**src/rtl/qei_pkg.sv**
```systemverilog
// Shared quadrature decoder definitions: Gray-code states, step codes and the
// transition classifier used by every channel.
package qei_pkg;

  typedef logic [1:0] qstate_t;
  typedef logic [1:0] step_t;

  // Quadrature states as {B, A}, listed in the forward (+1) order.
  localparam qstate_t S00 = 2'b00;
  localparam qstate_t S01 = 2'b01;
  localparam qstate_t S11 = 2'b11;
  localparam qstate_t S10 = 2'b10;

  localparam step_t STEP_NONE = 2'd0;
  localparam step_t STEP_UP   = 2'd1;
  localparam step_t STEP_DN   = 2'd2;
  localparam step_t STEP_ERR  = 2'd3;

  function automatic step_t qei_decode(input qstate_t prev, input qstate_t cur);
    step_t step;
    step = STEP_NONE;
    if (prev == cur) begin
      step = STEP_NONE;
    end else if ((prev ^ cur) == 2'b11) begin
      step = STEP_ERR;
    end else begin
      case ({prev, cur})
        {S00, S01}, {S01, S11}, {S11, S10}, {S10, S00}: step = STEP_UP;
        default:                                        step = STEP_DN;
      endcase
    end
    return step;
  endfunction

endpackage

```
**src/rtl/qei_multi_if.sv**
```systemverilog
// Bundle of encoder pins, per-channel controls and counter readout for qei_multi.
interface qei_multi_if #(
  parameter int unsigned CH_NUM = 4,
  parameter int unsigned CNT_W  = 32
);

  logic [CH_NUM-1:0]       PHASE_A;
  logic [CH_NUM-1:0]       PHASE_B;
  logic [CH_NUM-1:0]       PHASE_Z;
  logic [CH_NUM-1:0]       CLEAR;
  logic [CH_NUM-1:0]       IDX_CLR_EN;
  logic [CH_NUM-1:0]       DIR_INV;
  logic [CH_NUM-1:0]       ERR_CLR;
  logic                    SNAP;
  logic [CH_NUM*CNT_W-1:0] CNT_OUT;
  logic [CH_NUM*CNT_W-1:0] SNAP_OUT;
  logic [CH_NUM-1:0]       DIR_OUT;
  logic [CH_NUM-1:0]       ERR_OUT;

  modport master (
    output PHASE_A, PHASE_B, PHASE_Z, CLEAR, IDX_CLR_EN, DIR_INV, ERR_CLR, SNAP,
    input  CNT_OUT, SNAP_OUT, DIR_OUT, ERR_OUT
  );

  modport slave (
    input  PHASE_A, PHASE_B, PHASE_Z, CLEAR, IDX_CLR_EN, DIR_INV, ERR_CLR, SNAP,
    output CNT_OUT, SNAP_OUT, DIR_OUT, ERR_OUT
  );

endinterface

```
**src/rtl/qei_filter.sv**
```systemverilog
// One-bit 2-flop synchroniser followed by a run-length glitch filter; while
// settle_i is high the filtered value tracks the synchronised value directly.
module qei_filter #(
  parameter int unsigned FILT_LEN = 3
) (
  input  logic CLK,
  input  logic RST_n,
  input  logic settle_i,
  input  logic async_i,
  output logic filt_o
);

  localparam logic [3:0] RunLast = 4'(FILT_LEN - 1);

  logic       sync1_q, sync2_q;
  logic       filt_q, filt_d;
  logic [3:0] run_q, run_d;

  always_comb begin
    filt_d = filt_q;
    run_d  = '0;
    if (settle_i) begin
      filt_d = sync2_q;
    end else if (sync2_q != filt_q) begin
      // Follow only after FILT_LEN consecutive differing samples.
      if (run_q == RunLast) begin
        filt_d = sync2_q;
      end else begin
        run_d = run_q + 4'd1;
      end
    end
  end

  always_ff @(posedge CLK or negedge RST_n) begin
    if (!RST_n) begin
      sync1_q <= 1'b0;
      sync2_q <= 1'b0;
      filt_q  <= 1'b0;
      run_q   <= '0;
    end else begin
      sync1_q <= async_i;
      sync2_q <= sync1_q;
      filt_q  <= filt_d;
      run_q   <= run_d;
    end
  end

  assign filt_o = filt_q;

endmodule

```
**src/rtl/qei_multi.sv**
```systemverilog
// Multi-channel x4 quadrature decoder: filtered inputs, wrapping counters with
// clear/index reset, direction and sticky error flags, coherent snapshot.
module qei_multi #(
  parameter int unsigned CH_NUM   = 4,
  parameter int unsigned CNT_W    = 32,
  parameter int unsigned FILT_LEN = 3
) (
  input  logic        CLK,
  input  logic        RST_n,
  qei_multi_if.slave  bus
);
  import qei_pkg::*;

  localparam logic [4:0] SettleLen = 5'(2 + FILT_LEN);

  logic [4:0] settle_cnt_q;
  logic       settle;

  logic [CH_NUM-1:0] filt_a, filt_b, filt_z;

  logic [CH_NUM-1:0][1:0]       prev_q;
  logic [CH_NUM-1:0]            z_prev_q;
  logic [CH_NUM-1:0][CNT_W-1:0] cnt_q, cnt_d;
  logic [CH_NUM-1:0][CNT_W-1:0] snap_q;
  logic [CH_NUM-1:0]            dir_q, dir_d;
  logic [CH_NUM-1:0]            err_q, err_d;
  logic [CH_NUM-1:0][1:0]       cur;
  logic [CH_NUM-1:0][1:0]       step;
  logic [CH_NUM-1:0]            idx_hit;

  // Inputs settle through sync and filter before any decoding is trusted.
  assign settle = (settle_cnt_q != SettleLen);

  always_ff @(posedge CLK or negedge RST_n) begin
    if (!RST_n) begin
      settle_cnt_q <= '0;
    end else if (settle) begin
      settle_cnt_q <= settle_cnt_q + 5'd1;
    end
  end

  for (genvar i = 0; i < CH_NUM; i++) begin : g_ch
    qei_filter #(.FILT_LEN(FILT_LEN)) u_filt_a (
      .CLK      (CLK),
      .RST_n    (RST_n),
      .settle_i (settle),
      .async_i  (bus.PHASE_A[i]),
      .filt_o   (filt_a[i])
    );
    qei_filter #(.FILT_LEN(FILT_LEN)) u_filt_b (
      .CLK      (CLK),
      .RST_n    (RST_n),
      .settle_i (settle),
      .async_i  (bus.PHASE_B[i]),
      .filt_o   (filt_b[i])
    );
    qei_filter #(.FILT_LEN(FILT_LEN)) u_filt_z (
      .CLK      (CLK),
      .RST_n    (RST_n),
      .settle_i (settle),
      .async_i  (bus.PHASE_Z[i]),
      .filt_o   (filt_z[i])
    );
  end

  always_comb begin
    cur     = '0;
    step    = '0;
    idx_hit = '0;
    cnt_d   = cnt_q;
    dir_d   = dir_q;
    err_d   = err_q;
    for (int i = 0; i < CH_NUM; i++) begin
      cur[i]  = {filt_b[i], filt_a[i]};
      step[i] = settle ? STEP_NONE : qei_decode(prev_q[i], cur[i]);
      if (bus.DIR_INV[i]) begin
        if (step[i] == STEP_UP) begin
          step[i] = STEP_DN;
        end else if (step[i] == STEP_DN) begin
          step[i] = STEP_UP;
        end
      end
      idx_hit[i] = !settle && bus.IDX_CLR_EN[i] && filt_z[i] && !z_prev_q[i];

      // Direction follows every valid step, even ones the counter discards.
      if (step[i] == STEP_UP) begin
        dir_d[i] = 1'b1;
      end else if (step[i] == STEP_DN) begin
        dir_d[i] = 1'b0;
      end

      if (bus.CLEAR[i] || idx_hit[i]) begin
        cnt_d[i] = '0;
      end else if (step[i] == STEP_UP) begin
        cnt_d[i] = cnt_q[i] + CNT_W'(1);
      end else if (step[i] == STEP_DN) begin
        cnt_d[i] = cnt_q[i] - CNT_W'(1);
      end

      if (step[i] == STEP_ERR) begin
        err_d[i] = 1'b1;
      end else if (bus.ERR_CLR[i]) begin
        err_d[i] = 1'b0;
      end
    end
  end

  always_ff @(posedge CLK or negedge RST_n) begin
    if (!RST_n) begin
      prev_q   <= '0;
      z_prev_q <= '0;
      cnt_q    <= '0;
      snap_q   <= '0;
      dir_q    <= '0;
      err_q    <= '0;
    end else begin
      prev_q   <= cur;
      z_prev_q <= filt_z;
      cnt_q    <= cnt_d;
      dir_q    <= dir_d;
      err_q    <= err_d;
      if (bus.SNAP) begin
        snap_q <= cnt_q;
      end
    end
  end

  assign bus.CNT_OUT  = cnt_q;
  assign bus.SNAP_OUT = snap_q;
  assign bus.DIR_OUT  = dir_q;
  assign bus.ERR_OUT  = err_q;

endmodule

```
**src/flat_wrapper.sv**
```systemverilog
// flat-port wrapper written by rule: the top's interface ports become plain ports
module qei_multi_flat import qei_pkg::*;
#(
  parameter int unsigned CH_NUM   = 4,
  parameter int unsigned CNT_W    = 32,
  parameter int unsigned FILT_LEN = 3
)
  (CLK, RST_n, bus_PHASE_A, bus_PHASE_B, bus_PHASE_Z, bus_CLEAR, bus_IDX_CLR_EN, bus_DIR_INV, bus_ERR_CLR, bus_SNAP, bus_CNT_OUT, bus_SNAP_OUT, bus_DIR_OUT, bus_ERR_OUT);
  qei_multi_if #(.CH_NUM(CH_NUM), .CNT_W(CNT_W)) bus_i ();
  input  logic CLK;
  input  logic RST_n;
  input wire logic [$bits(bus_i.PHASE_A)-1:0] bus_PHASE_A;
  input wire logic [$bits(bus_i.PHASE_B)-1:0] bus_PHASE_B;
  input wire logic [$bits(bus_i.PHASE_Z)-1:0] bus_PHASE_Z;
  input wire logic [$bits(bus_i.CLEAR)-1:0] bus_CLEAR;
  input wire logic [$bits(bus_i.IDX_CLR_EN)-1:0] bus_IDX_CLR_EN;
  input wire logic [$bits(bus_i.DIR_INV)-1:0] bus_DIR_INV;
  input wire logic [$bits(bus_i.ERR_CLR)-1:0] bus_ERR_CLR;
  input wire logic [$bits(bus_i.SNAP)-1:0] bus_SNAP;
  output wire logic [$bits(bus_i.CNT_OUT)-1:0] bus_CNT_OUT;
  output wire logic [$bits(bus_i.SNAP_OUT)-1:0] bus_SNAP_OUT;
  output wire logic [$bits(bus_i.DIR_OUT)-1:0] bus_DIR_OUT;
  output wire logic [$bits(bus_i.ERR_OUT)-1:0] bus_ERR_OUT;
  assign bus_i.PHASE_A = bus_PHASE_A;
  assign bus_i.PHASE_B = bus_PHASE_B;
  assign bus_i.PHASE_Z = bus_PHASE_Z;
  assign bus_i.CLEAR = bus_CLEAR;
  assign bus_i.IDX_CLR_EN = bus_IDX_CLR_EN;
  assign bus_i.DIR_INV = bus_DIR_INV;
  assign bus_i.ERR_CLR = bus_ERR_CLR;
  assign bus_i.SNAP = bus_SNAP;
  assign bus_CNT_OUT = bus_i.CNT_OUT;
  assign bus_SNAP_OUT = bus_i.SNAP_OUT;
  assign bus_DIR_OUT = bus_i.DIR_OUT;
  assign bus_ERR_OUT = bus_i.ERR_OUT;
  qei_multi #(.CH_NUM(CH_NUM), .CNT_W(CNT_W), .FILT_LEN(FILT_LEN)) u_core (.CLK(CLK), .RST_n(RST_n), .bus(bus_i));
endmodule
```
**config.mk**
```make
export PLATFORM = sky130hd
export DESIGN_NAME = qei_multi_flat
export DESIGN_NICKNAME = d
export VERILOG_FILES = /design/src/rtl/qei_pkg.sv /design/src/rtl/qei_multi_if.sv /design/src/rtl/qei_filter.sv /design/src/rtl/qei_multi.sv /design/src/flat_wrapper.sv
export SDC_FILE = /design/constraint.sdc
export NUM_CORES = 1
export LEC_CHECK = 0
export BUFFER_PORTS_ARGS = -buffer_cell sky130_fd_sc_hd__buf_2
export CAP_MARGIN = 20
export CORE_ASPECT_RATIO = 1.25
export CORE_MARGIN = 4
export CORE_UTILIZATION = 35
export DETAILED_ROUTE_END_ITERATION = 6
export REMOVE_ABC_BUFFERS = 1
export SETUP_SLACK_MARGIN = 0.5
export SLEW_MARGIN = 20
export SYNTH_ARGS = -nofsm -noshare
export SYNTH_HDL_FRONTEND = slang
export SYNTH_SLANG_ARGS = --single-unit
```
**constraint.sdc**
```tcl
create_clock -name CLK -period 6.3 [get_ports CLK]
set_input_delay 0.63 -clock CLK [delete_from_list [all_inputs] [get_ports CLK]]
set_output_delay 0.63 -clock CLK [all_outputs]
set_load 0.05 [all_outputs]
```
==> key figures <==
Route
  • Vias/cell: 5.14
  • Pre-antenna DRT Iters: 5
  • Remaining antenna violation count: 0
  • Starting DRT DRC Count: 834
  • Routed vias: 16124
  • Final WL: 52600 microns
  • Drt wl/cell: 16.8 microns
  • DRC viols: 0

Global route
  • Antenna violations before repair: 3
  • Grt ovf: 0
  • Global route hottest layer: met2
  • Vias in the first global route: 16595
  • Met3 usage: 3.40%
  • Met1 Use GR: 20.1%
  • Total GRT Usage: 16.4%
  • Pin count of the biggest net entering global routing: 152
  • First-pass GRT wire length: 86300 microns
  • Global Route met2 Usage: 29.0%

Floorplan
  • # rows: 99
  • Chip width: 226 microns
  • Die height: 281 microns
  • Ports: 295
  • Starting density of the core: 35.5%
  • Core area: 58600 sq um
  • Die area: 63400 sq um

Critical path
  • Reg2reg start: u_core.settle_cnt_q[1]$_DFFE_PN0N_
  • CP Data Required Time: 6.75 ns
  • Arrival time of the worst setup path: 5.78 ns
  • Worst Path Max Fanout: 21
  • CP endpoint kind: flop
  • Setup crit start: u_core.settle_cnt_q[1]$_DFFE_PN0N_
  • Crit Path Category: reg -> reg
  • Critical Path Start Type: flop

Timing
  • Worst Tran Pin Value: 0.911 ns
  • Setup TNS: 0 ns
  • RSZ-0062 raised after global routing: false
  • Clk_skew: 0.0154 ns
  • Clock period minus worst slack: 5.33 ns
  • Endpoints failing hold: 0
  • # setup viols final: 0
  • Max Fclk: 188 MHz
  • Slew Limit Fails: 0
  • Rel. slew slack: 39.2%
  • Fin crit share: 84.6%

Clock tree
  • Sink Count: 365
  • CTS H-tree lvls: 2
  • Postcts setup bufs: 0
  • CTS clk-pin slew, worst paths: 0.06 ns
  • Worst skew pair latency: 0.56 ns
  • CTS tree: yes
  • Root Driver: clkbuf_16
  • Maximum clock insertion buffer count: 3
  • CTS Hold Bufs: 0
  • CTS Buf Count: 42
  • Post_cts resized: 0

Final layout
  • Commonest non-fill, non-tap cell in the layout: dfrtp_1
  • Syn-to-layout area delta: 18.2%
  • Ratio of cells with drive above 1 in the final layout: 23.9%
  • Fin nets: 2569
  • Most frequent cells in the layout: 365 x dfrtp_1, 292 x buf_2, 242 x nand2_1

Logic synthesis
  • Warnings from Yosys: 0
  • Post-synth EDFFs: 0
  • Yosys cell types: 80
  • Sequential fraction of the synthesis area: 43.9%
  • Post-synthesis instance total: 2054
  • Largest cells by area after synthesis: dfrtp_1 44%, ha_1 11%, mux2_2 7.8%, a21oi_1 5.2%, nand2_1 4.4%
  • Yosys top cell area share: 43.9%
  • Synth Register Bits: 365
  • Mapped cell area: 20800 sq um
  • Main synth FF type: dfrtp_1
  • Area leader, netlist: dfrtp_1
  • Avg Inst Size Synth: 10.1 sq um
  • Async S/R FF share, synth: 100%

Placement
  • Global placement routability congestion: 0.890
  • Dpl hpwl: 38300 microns
  • Port bufs: 294

Job
  • Maximum capacitance violations: 0

Min path
  • HP Class: in -> async

Run status
  • Status: finished, final reports clean
[state kept, by name, summed over array words and instances, names as in the netlist]
register	flops
u_core.bus.CNT_OUT	128
u_core.bus.SNAP_OUT	128
u_core.g_ch.u_filt_a.run_q	16
u_core.g_ch.u_filt_b.run_q	16
u_core.g_ch.u_filt_z.run_q	16
u_core.prev_q	8
u_core.settle_cnt_q	5
u_core.bus.DIR_OUT	4
u_core.bus.ERR_OUT	4
u_core.g_ch.u_filt_a.filt_o	4
u_core.g_ch.u_filt_a.sync1_q	4
u_core.g_ch.u_filt_a.sync2_q	4
u_core.g_ch.u_filt_b.filt_o	4
u_core.g_ch.u_filt_b.sync1_q	4
u_core.g_ch.u_filt_b.sync2_q	4
u_core.g_ch.u_filt_z.filt_o	4
u_core.g_ch.u_filt_z.sync1_q	4
u_core.g_ch.u_filt_z.sync2_q	4
u_core.z_prev_q	4
[worst max-delay path: stages, from the launching register on]
cell and delay [ns]:
dfrtp_1 0.41, inv_1 0.08, ha_1 0.17, nor4bb_4 0.66, buf_4 0.25, and2_1 0.16
inv_1 0.05, ha_1 0.23, inv_1 0.57, ha_1 0.38, a211oi_1 0.21, nor2_1 0.09
o21ai_1 0.40, o21a_1 0.24, o21a_1 0.17, o21ai_1 0.12, a2111oi_0 0.56, nor2_1 0.11
xnor2_1 0.15, a22o_1 0.19
[synth_stat cells, types with 10 or more instances]
| master | n |
|---|---|
| a211oi_1 | 30 |
| a21o_1 | 52 |
| a21oi_1 | 217 |
| and2_1 | 15 |
| and3_1 | 16 |
| clkbuf_1 | 54 |
| dfrtp_1 | 365 |
| ha_1 | 186 |
| inv_1 | 61 |
| mux2_2 | 145 |
| nand2_1 | 242 |
| nand2b_1 | 10 |
| nand3_1 | 47 |
| nand4_1 | 11 |
| nor2_1 | 167 |
| nor2b_1 | 20 |
| nor3_1 | 11 |
| o21a_1 | 13 |
| o21ai_0 | 59 |
| o21bai_1 | 11 |
| xnor2_1 | 97 |
| xor2_1 | 61 |
[cell families (layout without fill, tap and decap cells)]
group	Yosys count	after routing	share of synthesized area, %
other	0	1	0
adder cells (fa/ha/maj)	190	190	11.6
AO/OA/AOI/OAI	491	491	15.1
multiplexers	149	149	8.16
XOR/XNOR	158	158	6.65
buffers and inverters	124	449	2.24
AND/OR/NAND/NOR	577	577	12.3
flip-flops	365	365	43.9
[layer usage]
metal / wire (microns) / share of wire (%)
met5: 27 / 0.051
met4: 1590 / 3.0
met3: 2770 / 5.3
met2: 26200 / 50
met1: 22100 / 42
[cell type report]
class	instances	area, sq um
clock buffer	59	1210
clock inverter	16	179
antenna	1	2.50
multi-input combinational	1565	11200
tap	757	947
inverter	61	236
fill	5657	34000
timing repair buffer	313	1660
sequential	365	9130
[through the flow]
stage                     instance area, sq um  hold slack (ns)  std cells  util [%]  setup slack (ns)
after floorplan                          20600            0.331       1991         -              1.15
after global placement                   23200            0.336       3060      39.6              1.01
after detailed placement                 23200            0.338       3060      39.6             0.804
after CTS                                24600           0.0174       3135      41.9             0.776
after global routing                     24600           0.0450       3137      42.0             0.512
final                                    24600           0.0343       3137      42.0             0.969
[worst paths after layout]
kind	depth (start not counted)	slack, ns	end
max	19	0.97	u_core.bus.CNT_OUT[55]$_DFFE_PN0P_
min	1	0.03	u_core.bus.CNT_OUT[63]$_DFFE_PN0P_
max reg2reg	19	0.97	u_core.bus.CNT_OUT[55]$_DFFE_PN0P_
min reg2reg	0	0.35	u_core.g_ch[2].u_filt_a.sync2_q$_DFF_PN0_
max in group asynchronous	2	5.03	u_core.bus.SNAP_OUT[106]$_DFFE_PN0P_
min in group CLK	1	0.18	u_core.g_ch[2].u_filt_z.sync1_q$_DFF_PN0_
Power is not shown: default switching activity piles up to over one toggle a cycle in this logic, so the estimate is an artifact.
